--- src/rtl/alu_pkg.sv ---
// Shared types and constants for the ALU issue arbiter.
// Holds the ALU opcode width and fixed opcodes, the arbiter FSM state
// encoding, and a saturating counter helper.
package alu_pkg;

  localparam int ALU_OP_W = 5;

  localparam logic [ALU_OP_W-1:0] ALU_OP_NOP = 5'd0;
  localparam logic [ALU_OP_W-1:0] ALU_OP_ADD = 5'd1;

  typedef enum logic [1:0] {
    IDLE    = 2'd0,
    ISSUE   = 2'd1,
    CAPTURE = 2'd2,
    RESP    = 2'd3
  } arb_state_t;

  // Increment that sticks at all-ones instead of wrapping.
  function automatic logic [31:0] sat_inc32(input logic [31:0] v);
    if (v == 32'hFFFF_FFFF) begin
      sat_inc32 = v;
    end else begin
      sat_inc32 = v + 32'd1;
    end
  endfunction

endpackage

--- src/rtl/alu_issue_arbiter_rr.sv ---
// Combinational round-robin picker.
// Returns the first asserted request at or after the pointer, wrapping
// around, as a one-hot grant plus its binary index.
module rr_arbiter #(
  parameter int NUM_REQ = 4,
  parameter int ID_W    = 2
) (
  input  logic [NUM_REQ-1:0] req_i,
  input  logic [ID_W-1:0]    ptr_i,
  output logic [NUM_REQ-1:0] gnt_o,
  output logic [ID_W-1:0]    gnt_idx_o,
  output logic               any_o
);

  // Scan requesters starting at the pointer; the first hit wins.
  always_comb begin
    gnt_o     = '0;
    gnt_idx_o = '0;
    any_o     = 1'b0;
    for (int i = 0; i < NUM_REQ; i++) begin
      logic [ID_W-1:0] cand_idx;
      cand_idx = ID_W'((int'(ptr_i) + i) % NUM_REQ);
      if (!any_o && req_i[cand_idx]) begin
        any_o           = 1'b1;
        gnt_o[cand_idx] = 1'b1;
        gnt_idx_o       = cand_idx;
      end else begin
        any_o = any_o;
      end
    end
  end

endmodule

--- src/rtl/alu_issue_arbiter.sv ---
// Shares one registered ALU between NUM_REQ requesters.
// One operation at a time walks IDLE -> ISSUE -> CAPTURE -> RESP: the
// winning request is latched, driven to the ALU for one cycle, its result
// captured the following cycle and returned with the requester ID over a
// valid/ready response channel.
// Optional feature macro: ALU_ARB_PERF_EN adds saturating issue and stall
// counters on perf_issue_cnt_o / perf_stall_cnt_o.
module alu_issue_arbiter
  import alu_pkg::*;
#(
  parameter int NUM_REQ = 4,
  parameter int DATA_W  = 32,
  parameter int OP_W    = ALU_OP_W,
  parameter int ID_W    = (NUM_REQ > 1) ? $clog2(NUM_REQ) : 1
) (
  input  logic                      clk_i,
  input  logic                      rst_n_i,
  input  logic [NUM_REQ-1:0]        req_valid_i,
  output logic [NUM_REQ-1:0]        req_ready_o,
  input  logic [NUM_REQ*DATA_W-1:0] req_rs1_i,
  input  logic [NUM_REQ*DATA_W-1:0] req_rs2_i,
  input  logic [NUM_REQ*OP_W-1:0]   req_op_i,
  output logic [DATA_W-1:0]         alu_rs1_o,
  output logic [DATA_W-1:0]         alu_rs2_o,
  output logic [OP_W-1:0]           alu_op_o,
  input  logic [DATA_W-1:0]         alu_rd_i,
  output logic                      rsp_valid_o,
  input  logic                      rsp_ready_i,
  output logic [ID_W-1:0]           rsp_id_o,
  output logic [DATA_W-1:0]         rsp_data_o
`ifdef ALU_ARB_PERF_EN
  ,
  output logic [31:0]               perf_issue_cnt_o,
  output logic [31:0]               perf_stall_cnt_o
`endif
);

  arb_state_t         state_q, state_d;
  logic [ID_W-1:0]    ptr_q, ptr_d;
  logic [ID_W-1:0]    id_q, id_d;
  logic [DATA_W-1:0]  alu_rs1_q, alu_rs1_d;
  logic [DATA_W-1:0]  alu_rs2_q, alu_rs2_d;
  logic [OP_W-1:0]    alu_op_q, alu_op_d;
  logic               rsp_valid_q, rsp_valid_d;
  logic [ID_W-1:0]    rsp_id_q, rsp_id_d;
  logic [DATA_W-1:0]  rsp_data_q, rsp_data_d;

  logic [NUM_REQ-1:0] gnt_s;
  logic [ID_W-1:0]    gnt_idx_s;
  logic               any_s;
  logic [NUM_REQ-1:0] req_ready_s;
  logic               hs_s;
  logic [DATA_W-1:0]  sel_rs1_s;
  logic [DATA_W-1:0]  sel_rs2_s;
  logic [OP_W-1:0]    sel_op_s;

  rr_arbiter #(
    .NUM_REQ (NUM_REQ),
    .ID_W    (ID_W)
  ) u_rr (
    .req_i     (req_valid_i),
    .ptr_i     (ptr_q),
    .gnt_o     (gnt_s),
    .gnt_idx_o (gnt_idx_s),
    .any_o     (any_s)
  );

  // One-hot operand mux: pick the granted requester's rs1/rs2/op.
  always_comb begin
    sel_rs1_s = '0;
    sel_rs2_s = '0;
    sel_op_s  = '0;
    for (int k = 0; k < NUM_REQ; k++) begin
      if (gnt_s[k]) begin
        sel_rs1_s = sel_rs1_s | req_rs1_i[k*DATA_W +: DATA_W];
        sel_rs2_s = sel_rs2_s | req_rs2_i[k*DATA_W +: DATA_W];
        sel_op_s  = sel_op_s  | req_op_i[k*OP_W +: OP_W];
      end else begin
        sel_op_s = sel_op_s;
      end
    end
  end

  // FSM next state, issue/response register updates and request accept.
  always_comb begin
    state_d     = state_q;
    ptr_d       = ptr_q;
    id_d        = id_q;
    alu_rs1_d   = '0;
    alu_rs2_d   = '0;
    alu_op_d    = OP_W'(ALU_OP_NOP);
    rsp_valid_d = 1'b0;
    rsp_id_d    = rsp_id_q;
    rsp_data_d  = rsp_data_q;
    req_ready_s = '0;
    hs_s        = 1'b0;
    case (state_q)
      IDLE: begin
        // Ready is masked during reset so nothing appears accepted.
        if (any_s && rst_n_i) begin
          req_ready_s = gnt_s;
          hs_s        = 1'b1;
          id_d        = gnt_idx_s;
          alu_rs1_d   = sel_rs1_s;
          alu_rs2_d   = sel_rs2_s;
          alu_op_d    = sel_op_s;
          state_d     = ISSUE;
        end else begin
          state_d = IDLE;
        end
      end
      ISSUE: begin
        // ALU inputs were presented this cycle; they return to zero next.
        state_d = CAPTURE;
      end
      CAPTURE: begin
        rsp_data_d  = alu_rd_i;
        rsp_id_d    = id_q;
        rsp_valid_d = 1'b1;
        state_d     = RESP;
      end
      RESP: begin
        if (rsp_ready_i) begin
          rsp_valid_d = 1'b0;
          if (id_q == ID_W'(NUM_REQ - 1)) begin
            ptr_d = '0;
          end else begin
            ptr_d = id_q + ID_W'(1);
          end
          state_d = IDLE;
        end else begin
          rsp_valid_d = 1'b1;
          state_d     = RESP;
        end
      end
      default: begin
        state_d = IDLE;
      end
    endcase
  end

  // State and datapath registers with synchronous active-low reset.
  always_ff @(posedge clk_i) begin
    if (!rst_n_i) begin
      state_q     <= IDLE;
      ptr_q       <= '0;
      id_q        <= '0;
      alu_rs1_q   <= '0;
      alu_rs2_q   <= '0;
      alu_op_q    <= '0;
      rsp_valid_q <= 1'b0;
      rsp_id_q    <= '0;
      rsp_data_q  <= '0;
    end else begin
      state_q     <= state_d;
      ptr_q       <= ptr_d;
      id_q        <= id_d;
      alu_rs1_q   <= alu_rs1_d;
      alu_rs2_q   <= alu_rs2_d;
      alu_op_q    <= alu_op_d;
      rsp_valid_q <= rsp_valid_d;
      rsp_id_q    <= rsp_id_d;
      rsp_data_q  <= rsp_data_d;
    end
  end

  assign req_ready_o = req_ready_s;
  assign alu_rs1_o   = alu_rs1_q;
  assign alu_rs2_o   = alu_rs2_q;
  assign alu_op_o    = alu_op_q;
  assign rsp_valid_o = rsp_valid_q;
  assign rsp_id_o    = rsp_id_q;
  assign rsp_data_o  = rsp_data_q;

`ifdef ALU_ARB_PERF_EN
  logic [31:0] perf_issue_cnt_q, perf_issue_cnt_d;
  logic [31:0] perf_stall_cnt_q, perf_stall_cnt_d;

  // Count accepted requests and cycles where someone waits without a handshake.
  always_comb begin
    perf_issue_cnt_d = perf_issue_cnt_q;
    perf_stall_cnt_d = perf_stall_cnt_q;
    if (hs_s) begin
      perf_issue_cnt_d = sat_inc32(perf_issue_cnt_q);
    end else if (|req_valid_i) begin
      perf_stall_cnt_d = sat_inc32(perf_stall_cnt_q);
    end else begin
      perf_stall_cnt_d = perf_stall_cnt_q;
    end
  end

  // Performance counter registers.
  always_ff @(posedge clk_i) begin
    if (!rst_n_i) begin
      perf_issue_cnt_q <= 32'd0;
      perf_stall_cnt_q <= 32'd0;
    end else begin
      perf_issue_cnt_q <= perf_issue_cnt_d;
      perf_stall_cnt_q <= perf_stall_cnt_d;
    end
  end

  assign perf_issue_cnt_o = perf_issue_cnt_q;
  assign perf_stall_cnt_o = perf_stall_cnt_q;
`endif

endmodule
--- config.mk ---
export PLATFORM = sky130hd
export DESIGN_NAME = alu_issue_arbiter
export DESIGN_NICKNAME = d
export VERILOG_FILES = /design/src/rtl/alu_pkg.sv /design/src/rtl/alu_issue_arbiter_rr.sv /design/src/rtl/alu_issue_arbiter.sv
export SDC_FILE = /design/constraint.sdc
export NUM_CORES = 1
export LEC_CHECK = 0
export CORE_AREA = 2 2 166 168
export CTS_CLUSTER_DIAMETER = 100
export DETAILED_ROUTE_END_ITERATION = 16
export DIE_AREA = 0 0 168 170
export PLACE_DENSITY = 0.62
export SETUP_SLACK_MARGIN = 0.4
export SLEW_MARGIN = 10
export SYNTH_ARGS = -nofsm -noshare
export SYNTH_HDL_FRONTEND = slang
export SYNTH_SLANG_ARGS = --single-unit
--- constraint.sdc ---
create_clock -name clk_i -period 4.7 [get_ports clk_i]
set_input_delay 0.94 -clock clk_i [delete_from_list [all_inputs] [get_ports clk_i]]
set_output_delay 0.94 -clock clk_i [all_outputs]
set_load 0.005 [all_outputs]
==> Word level (Yosys, flattened, before mapping) <==
Cells that the tools add are included.
{ "totals": {"register_bits": 110, "input_bits": 315, "output_inout_bits": 108, "word_cells": 100} }
{ "op_classes": {"addsub": 4, "magnitude_cmp": 8, "eq_ne": 4, "mux": 48, "bitwise_logic": 12, "reduce_logical": 15} }
{ "op_table": {"columns": ["cell", "n"], "rows": [
  ["$mux 32", 8],
  ["$or 32x32->32", 6],
  ["$mux 4", 6],
  ["$mux 5", 4],
  ["$or 5x5->5", 3],
  ["$mux 1", 14],
  ["$lt 2x3->1 const B", 4],
  ["$mux 2", 6],
  ["$or 4x4->4", 3],
  ["$bmux 1 s2", 4],
  ["$demux 1 s2", 4],
  ["$ge 2x1->1 const B", 4],
  ["$logic_and 1x1->1", 8],
  ["$pmux 2 s4", 1],
  ["$eq 2x2->1 const B", 3],
  ["$add 2x1->2 const B", 2],
  ["$add 2x2->2 const B", 2],
  ["$reduce_and 2->1", 2],
  ["$logic_not 1->1", 3],
  ["$reduce_and 3->1", 1],
  ["$eq 2x1->1 const B", 1],
  ["$logic_not 2->1", 1],
  ["$pmux 1 s2", 1]
]} }

==> Logic depth before layout (Yosys ltp) <==
Gate-level depths: netlist of run 1.
{ "logic_depth": {"depth_word": 19, "ltp_mapped": 11, "ltp_nobuf": 7} }

==> By module <==
Synthesis of run 1 repeated with hierarchy kept, for this count alone.
{ "unflattened": {"hier_cells": 542, "area_unflattened_um2": 4885.9} }
{ "by_module_without_submodules": {"columns": ["module", "n_inst", "cells_each", "area_per_inst_um2", "seq_area_each_um2"], "rows": [
  ["alu_issue_arbiter", 1, 497, 4464.3, 2202.1],
  ["rr_arbiter", 1, 45, 421.7, 0.0]
]} }

==> Worst setup path after synthesis of run 1 <==
Ideal clock, no wire load.
{ "synth_path": {"path_kind": "reg-to-output", "from": "register ptr_q[0]", "to": "output req_ready_o[1]", "arrival_time_ns": 2.868, "required_ns": 3.760, "slack_ns": 0.892, "path_stages_with_launch": 10, "n_path_buf": 3, "cell_sequence": "dfxtp_1 buf_2 inv_1 ha_1 buf_2 or3b_1 a2111o_1 a31oi_1 buf_2 o21a_1"} }
{ "synth_between": {"elab_chain_len": 15, "word_cells_on_any_way": 51, "cone_classes": "add/sub (3); order compare (8); mux (26); bitwise (3); reduce/logical (11)"} }
{ "synth_lines": {"columns": ["element", "line_no", "source"], "rows": [
  ["start, declared", "alu_issue_arbiter.sv:39", "logic [ID_W-1:0] ptr_q, ptr_d;"],
  ["start signal, assigned", "alu_issue_arbiter.sv:156", "ptr_q <= ptr_d;"],
  ["branches (longest 13 deep; another with $lt 2x3->1)", null, null],
  ["$mux 4 (*)", "alu_issue_arbiter.sv:100", "if (any_s && rst_n_i) begin"],
  ["$mux 4 (*)", "alu_issue_arbiter.sv:97", "case (state_q)"],
  ["end, declared", "alu_issue_arbiter.sv:19", "output logic [NUM_REQ-1:0] req_ready_o,"]
]} }
Every way passes the cells marked *. The select of a mux whose other input is x is not followed.

==> Worst setup path after layout of run 1 <==
{ "layout_path": {"from": "input req_valid_i[2]", "to": "output req_ready_o[0]"} }
{ "layout_between": {"elab_chain_len": 15, "word_cells_on_any_way": 28, "cone_classes": "mux (18); bitwise (3); reduce/logical (7)"} }
{ "layout_lines": {"columns": ["element", "line_no", "source"], "rows": [
  ["start, declared", "alu_issue_arbiter.sv:18", "input logic [NUM_REQ-1:0] req_valid_i,"],
  ["$bmux 1 s2", "alu_issue_arbiter_rr.sv:23", "if (!any_o && req_i[cand_idx]) begin"],
  ["$mux 1 (not written as such)", "alu_issue_arbiter_rr.sv:23", null],
  ["$mux 1", "alu_issue_arbiter_rr.sv:23", null],
  ["$logic_not 1->1", "alu_issue_arbiter_rr.sv:23", null],
  ["$logic_and 1x1->1", "alu_issue_arbiter_rr.sv:23", null],
  ["$mux 1", "alu_issue_arbiter_rr.sv:23", null],
  ["$logic_not 1->1", "alu_issue_arbiter_rr.sv:23", null],
  ["$logic_and 1x1->1", "alu_issue_arbiter_rr.sv:23", null],
  ["$mux 1", "alu_issue_arbiter_rr.sv:23", null],
  ["$logic_not 1->1", "alu_issue_arbiter_rr.sv:23", null],
  ["$logic_and 1x1->1", "alu_issue_arbiter_rr.sv:23", null],
  ["$mux 1", "alu_issue_arbiter_rr.sv:23", null],
  ["$logic_and 1x1->1", "alu_issue_arbiter.sv:100", null],
  ["$mux 4 (*)", "alu_issue_arbiter.sv:100", null],
  ["$mux 4 (*)", "alu_issue_arbiter.sv:97", null]
]} }
Every way passes the cells marked *; elsewhere a longest branch is shown, timed or not. The select of a mux whose other input is x is not followed.

==> flow_summary_export.csv, run 1 <==
group,metric,value,unit
run_status,outcome,"finished, final reports clean",
worst_setup_path,worstSetupEndpointType,"output pin",
sta,tightest_slew,0.9472,ns
worst_setup_path,ff2ff_setup_slack,1.14,ns
cts,cts-root-buf,"clkbuf_16",
power_and_ir_drop,power.leakage,3.637,nW
worst_setup_path,crit_arrival,3.19,ns
grt,overflow,0,
detailed_routing,drcViolationCount,0,
sta,setup_tns,0,ns
detailed_routing,routed-via-count,7879,
worst_setup_path,crit_chain,"dlygate4sd2_1 > or3b_1 > a2111o_1 > a31oi_4 > o21a_1 > clkdlybuf4s50_1",
synthesis,ys.flop_type,"dfxtp_1",
sta,hold_viol,0,
grt,grt_pass1_vias,7428,
cells_and_area,mostFrequentLayoutCells,"clkdlybuf4s50_1 (418), o211ai_1 (278), dfxtp_1 (110), nand2_1 (72), nand4_1 (69)",
sta,final-max-slew-violation-count,0,
synthesis,ys_ff_latch,110,
cts,clkSinkCount,110,
worst_setup_path,cp.required,3.76,ns
grt,grt_pass1_wl,47.00,mm
synthesis,ys_async_sr_fraction,0,
synthesis,yosysTopAreaCell,"dfxtp_1",
cells_and_area,final_util,0.4187,
flow_run,cap_violations,0,
cts,path_clk_slew,0.09,ns
synthesis,netlist_instances,749,
power_and_ir_drop,power.density,286.6,mW/mm²
synthesis,syn_avg_cell_area,8.626,µm²
worst_setup_path,start_kind,"input port",
cells_and_area,layout.cells.non_filler,1449,
detailed_routing,drt-total-wl,32.13,mm
power_and_ir_drop,power.total,3.198,mW
cells_and_area,syn2layout_area_growth,72.70,%
detailed_routing,initialDrtViolationCount,789,
placement,port-buffer-count,422,
placement,gp_congestion,0.8039,
worst_hold_path,whs_path_depth,2,
worst_setup_path,r2r_cells,10,
cts,cts_tree,"done",
cts,htreeDepth,3,
sta,fin_skew,0.01522,ns
synthesis,ys_top_cells_by_area,"dfxtp_1 (34%), o211ai_1 (32%), nand4_1 (6.7%)",
cells_and_area,drive_gt1_frac,0.04909,
cells_and_area,fin_area,0.01116,mm²
sta,timing.final.crit_share,0.8782,
synthesis,netlist_area,0.006461,mm²
grt,antenna_found_initial,9,
detailed_routing,routed_via_density,5.438,
synthesis,yosys_warnings,0,
synthesis,synth_edf_count,0,
die,core-area,0.02665,mm²
worst_setup_path,crit_slowest_cell,"a2111o_1",
sta,setup_viol,0,
placement,placed_area,0.01078,mm²
die,start_util,0.2424,
cts,cts_inserted_buffers,9,
power_and_ir_drop,ir_drop,248.9,µV
worst_setup_path,criticalPathCategory,"input port to output pin",
cells_and_area,nNetsFinal,1418,
sta,slew_headroom,0.3685,
die,die_h,170,µm
cts,cts_hold_buf,0,
cells_and_area,final_common_cell,"clkdlybuf4s50_1",
die,top_level_ports,423,
detailed_routing,firstDrtPassIters,5,
grt,grt_max_degree,145,
synthesis,syn-num-nets,1072,
sta,rsz0062_at_grt,"false",
grt,grtUsageTotal,0.2122,
worst_hold_path,hp-class,"register to register",
die,die_w,168,µm
synthesis,yosysTopAreaCellShare,0.3408,
synthesis,synthDistinctLibCells,40,
placement,dpl.hpwl,22.02,mm
detailed_routing,wl_per_cell,22.17,µm
worst_setup_path,cpPeakStageDelay,0.58,ns
sta,fmax,242.3,MHz
cts,clock_path_buffers,2,
detailed_routing,drtAntennaViolNets,0,
placement,dp_cells,1423,
die,dieArea,0.02856,mm²
synthesis,seq_area_frac_synth,0.3408,
worst_setup_path,cp_max_fo,12,
die,rows,60,
sta,period_minus_slack,4.128,ns
cts,clock_latency,0.36,ns
==> cells in the mapped netlist, drive strengths merged, types with 2 or more instances <==
master	instances
nor4b	2
nand4	69
inv	10
clkbuf	30
nand2	72
nand3	4
or3b	6
mux4	4
ha	8
nor3b	2
a21oi	7
a22oi	4
nor2b	4
o21a	4
a21boi	34
a31oi	5
dfxtp	110
nor2	2
o21ai	3
buf	76
o211ai	278
nor4	2
mux2i	4
==> per-layer routing <==
layer / vias up / track usage / share of wire
met3: 46 / 0.03628 / 0.062
li1: 3677 / - / -
met2: 339 / 0.3561 / 0.50
met5: - / 0 / 0.00068
met4: 4 / 0.08809 / 0.028
met1: 3813 / 0.2701 / 0.41
==> worst paths after layout <==
check | startpoint | end
max reg2reg | ptr_q[1] | alu_rs2_o[22]
min | rsp_data_o[5] | rsp_data_o[5]
min reg2reg | rsp_data_o[5] | rsp_data_o[5]
max | req_valid_i[2] | req_ready_o[0]
==> stage by stage <==
stage,worst slack [ns],hold slack (ns)
2_1_floorplan,0.8922,0.4453
3_3_place_gp,0.3751,0.4504
3_5_place_dp,0.3363,0.4560
4_1_cts,0.4083,0.4700
5_1_grt,0.4323,0.4925
6_report,0.5723,0.4650
==> registers in the layout (all words and copies together), names as in the netlist <==
register     count
rsp_data_o      32
id_q             2
rsp_id_o         2
state_q          2
alu_rs2_o       32
ptr_q            2
alu_rs1_o       32
rsp_valid_o      1
alu_op_o         5
==> repair_timing <==
action / CTS / global route
buffers inserted: 1 / 0
pin swaps: 1 / 1
setup endpoints to repair: 4 / 4
resized for setup: 2 / 5
cloned: 1 / 0
==> power breakdown <==
part           switching (mW)  internal (mW)  total [mW]
logic                   0.568          0.648        1.22
clock network           0.453          0.381       0.834
registers              0.0593           1.09        1.15
==> cell families after synthesis <==
logic type,count (synthesis),share of synthesized area
mux,9,0.02188
fa+ha+maj,8,0.01549
simple gates,167,0.1371
flops,110,0.3408
buf+inv,116,0.08889
compound gates,339,0.3958
==> critical path, delay by kind of cell <==
kind	cells	cell delay, ns
buf+inv	2	0.90
simple gates	1	0.39
compound gates	3	0.95
==> cell type report <==
type                       count  area [µm²]
fill                        2647       15490
timing repair buffer         440        4378
sequential                   110        2202
inverter                      10       37.54
clock inverter                 7       75.07
tap                          341       426.7
clock buffer                   9       225.2
multi-input combinational    524        3794
antenna                        8       20.02
Note: power is estimated with default switching activity, not from simulation.
==> run 2: changes to the inputs <==
--- a/config.mk
+++ b/config.mk
@@ -5,11 +5,11 @@
 export SDC_FILE = /design/constraint.sdc
 export NUM_CORES = 1
 export LEC_CHECK = 0
-export CORE_AREA = 2 2 166 168
+export ABC_AREA = 1
+export CORE_AREA = 2 2 165 167
 export CTS_CLUSTER_DIAMETER = 100
 export DETAILED_ROUTE_END_ITERATION = 16
-export DIE_AREA = 0 0 168 170
-export PLACE_DENSITY = 0.62
+export DIE_AREA = 0 0 167 169
 export SETUP_SLACK_MARGIN = 0.4
 export SLEW_MARGIN = 10
 export SYNTH_ARGS = -nofsm -noshare
==> run 2 against run 1 <==
Compared with the run above: fmax rose by 4.7%; cell count rose by 15%; critical endpoint is now req_ready_o[3]; critical path depth rose by 8; critical path type unchanged; global-route usage fell by 5.0 points.
==> flow_summary_export.csv, run 2 <==
group,metric,value,unit
grt,grt_pass1_wl,36.15,mm
synthesis,yosys-top-cells-count,"nand2_1 (450), nor2_1 (214), dfxtp_1 (110)",
cts,cts_resized,0,
synthesis,ys.flop_type,"dfxtp_1",
sta,final-max-slew-violation-count,0,
synthesis,yosys_warnings,0,
synthesis,synth_edf_count,0,
detailed_routing,routed_via_density,4.117,
worst_setup_path,r2r_end,"alu_rs2_o[29]",
synthesis,yosysTopAreaCellShare,0.3862,
die,dieArea,0.02822,mm²
cts,htreeDepth,3,
grt,grt_max_degree,73,
power_and_ir_drop,ir_drop,210.6,µV
detailed_routing,drtAntennaViolNets,0,
sta,hold_viol,0,
synthesis,synth_most_common_cell,"nand2_1",
synthesis,syn_avg_cell_area,6.184,µm²
worst_setup_path,ff2ff_setup_slack,1.61,ns
synthesis,synthDistinctLibCells,24,
worst_setup_path,criticalPathCategory,"input port to output pin",
sta,fmax,253.7,MHz
cts,cts_inserted_buffers,9,
worst_setup_path,crit_arrival,3.00,ns
synthesis,ys_top_cells_by_area,"dfxtp_1 (39%), nand2_1 (30%), nor2_1 (14%)",
worst_hold_path,hp-class,"register to register",
worst_setup_path,start_kind,"input port",
placement,placed_area,0.01005,mm²
run_status,outcome,"finished, final reports clean",
synthesis,netlist_area,0.005702,mm²
synthesis,yosysTopAreaCell,"dfxtp_1",
placement,gp_congestion,0.8479,
detailed_routing,firstDrtPassIters,6,
detailed_routing,initialDrtViolationCount,332,
detailed_routing,drt-total-wl,23.76,mm
cts,clock_latency,0.35,ns
cells_and_area,fillCellCount,2757,
worst_hold_path,whs_endpoint,"rsp_valid_o",
die,top_level_ports,423,
detailed_routing,routed-via-count,6855,
flow_run,cap_violations,0,
cells_and_area,multi_input_area,0.003074,mm²
sta,setup_tns,0,ns
detailed_routing,drcViolationCount,0,
grt,antenna_found_initial,3,
worst_setup_path,cp.required,3.76,ns
cts,cts_hold_buf,0,
sta,slew_headroom,0.3622,
sta,setup_viol,0,
sta,rsz0062_at_grt,"false",
cts,cts_tree,"done",
worst_setup_path,cp_max_fo,7,
die,core-area,0.02650,mm²
cells_and_area,drive_gt1_frac,0.03028,
power_and_ir_drop,power.density,320.0,mW/mm²
synthesis,seq_area_frac_synth,0.3862,
cts,path_clk_slew,0.09,ns
cells_and_area,mostFrequentLayoutCells,"nand2_1 (450), clkdlybuf4s50_1 (422), nor2_1 (214), dfxtp_1 (110), o21ai_0 (37)",
cells_and_area,fin_area,0.01036,mm²
sta,tightest_slew,0.9509,ns
cells_and_area,syn2layout_area_growth,81.79,%
power_and_ir_drop,power.total,3.317,mW
synthesis,ys_ff_latch,110,
synthesis,syn-num-nets,1245,
power_and_ir_drop,power.leakage,4.663,nW
die,start_util,0.2152,
worst_setup_path,r2r-start,"ptr_q[0]",
detailed_routing,wl_per_cell,14.27,µm
cts,clkSinkCount,110,
cells_and_area,final_common_cell,"nand2_1",
worst_hold_path,whs_path_depth,2,
worst_hold_path,min_from,"state_q[1]",
cts,cts_setup_buffers,0,
worst_setup_path,worstSetupEndpointType,"output pin",
worst_setup_path,crit_start,"req_valid_i[3]",
sta,fin_skew,0.01342,ns
grt,grtUsageTotal,0.1618,
cts,clock_path_buffers,2,
grt,overflow,0,
sta,timing.final.crit_share,0.8388,
placement,port-buffer-count,422,
grt,grt_pass1_vias,6791,
die,die_h,169,µm
die,die_w,167,µm
placement,dpl.hpwl,17.23,mm
cells_and_area,area.sequential,0.002202,mm²
cts,cts-root-buf,"clkbuf_16",
sta,period_minus_slack,3.942,ns
synthesis,ys_async_sr_fraction,0,
synthesis,netlist_instances,922,
worst_setup_path,r2r_cells,13,
cells_and_area,nNetsFinal,1639,
die,rows,60,
-- run 2: changes by cell type after synthesis, moves of 15 or more --
cell,previous run,this run
o21ai_0,2,37
clkbuf_1,30,10
buf_2,69,14
nand4_1,69,4
nor2_1,2,214
nand2_1,72,450
buf_6,7,22
a21boi_0,34,3
o211ai_1,278,0
-- run 2: worst max-delay path by stage --
stage / cells past startpoint / to
6_report: 14 / req_ready_o[3]
5_1_grt: 14 / req_ready_o[3]
4_1_cts: 14 / req_ready_o[0]
3_5_place_dp: 14 / req_ready_o[0]
3_3_place_gp: 14 / req_ready_o[3]
2_1_floorplan: 10 / req_ready_o[2]
-- run 2: report_power, final --
group | internal, mW | switching (mW)
combinational | 0.691 | 0.655
sequential | 1.09 | 0.0600
clock | 0.427 | 0.393
total | 2.21 | 1.11
-- run 2: cell families (layout without fill, tap and decap cells) --
kind of cell / count (synthesis) / count (layout) / synth area share
buf+inv: 64 / 463 / 0.07461
other cells: 0 / 3 / 0
fa+ha+maj: 8 / 8 / 0.01756
flops: 110 / 110 / 0.3862
compound gates: 48 / 48 / 0.04586
simple gates: 692 / 692 / 0.4757
-- run 2: through the flow --
stage | hold slack, ns | worst slack (ns) | utilization | std cells
2_1_floorplan | 0.4546 | 1.806 | - | 922
3_3_place_gp | 0.4842 | 0.8290 | 0.3792 | 1646
3_5_place_dp | 0.4748 | 0.7755 | 0.3792 | 1646
4_1_cts | 0.4854 | 0.7720 | 0.3908 | 1662
5_1_grt | 0.5110 | 0.5061 | 0.3911 | 1665
6_report | 0.4872 | 0.7578 | 0.3911 | 1665
-- run 2: final cells by class --
type	count	share of cell area
inverter	18	0.006760
timing repair buffer	429	0.4126
tap	341	0.04116
multi-input combinational	748	0.2966
sequential	110	0.2125
antenna	3	0.0007243
clock buffer	10	0.02209
clock inverter	6	0.007605
-- run 2: worst max-delay path, cell delays in order --
cell	delay (ns)
clkdlybuf4s50_1	0.50
inv_1	0.05
nand2_1	0.09
nand3_2	0.16
nand2_4	0.15
nor2_4	0.07
nand2_1	0.06
o21ai_1	0.06
inv_1	0.07
nand2_2	0.05
inv_1	0.16
nand2_1	0.07
inv_1	0.05
clkdlybuf4s50_1	0.53
-- run 2: per-layer routing --
metal / vias to the layer above / share of wire / global-route usage / wire length [µm]
met5: - / 0 / 0 / 0
met4: 0 / 0.023 / 0.05097 / 540
met3: 26 / 0.083 / 0.05027 / 1968
met2: 264 / 0.48 / 0.2852 / 11450
met1: 2980 / 0.41 / 0.1870 / 9796
li1: 3585 / - / - / -
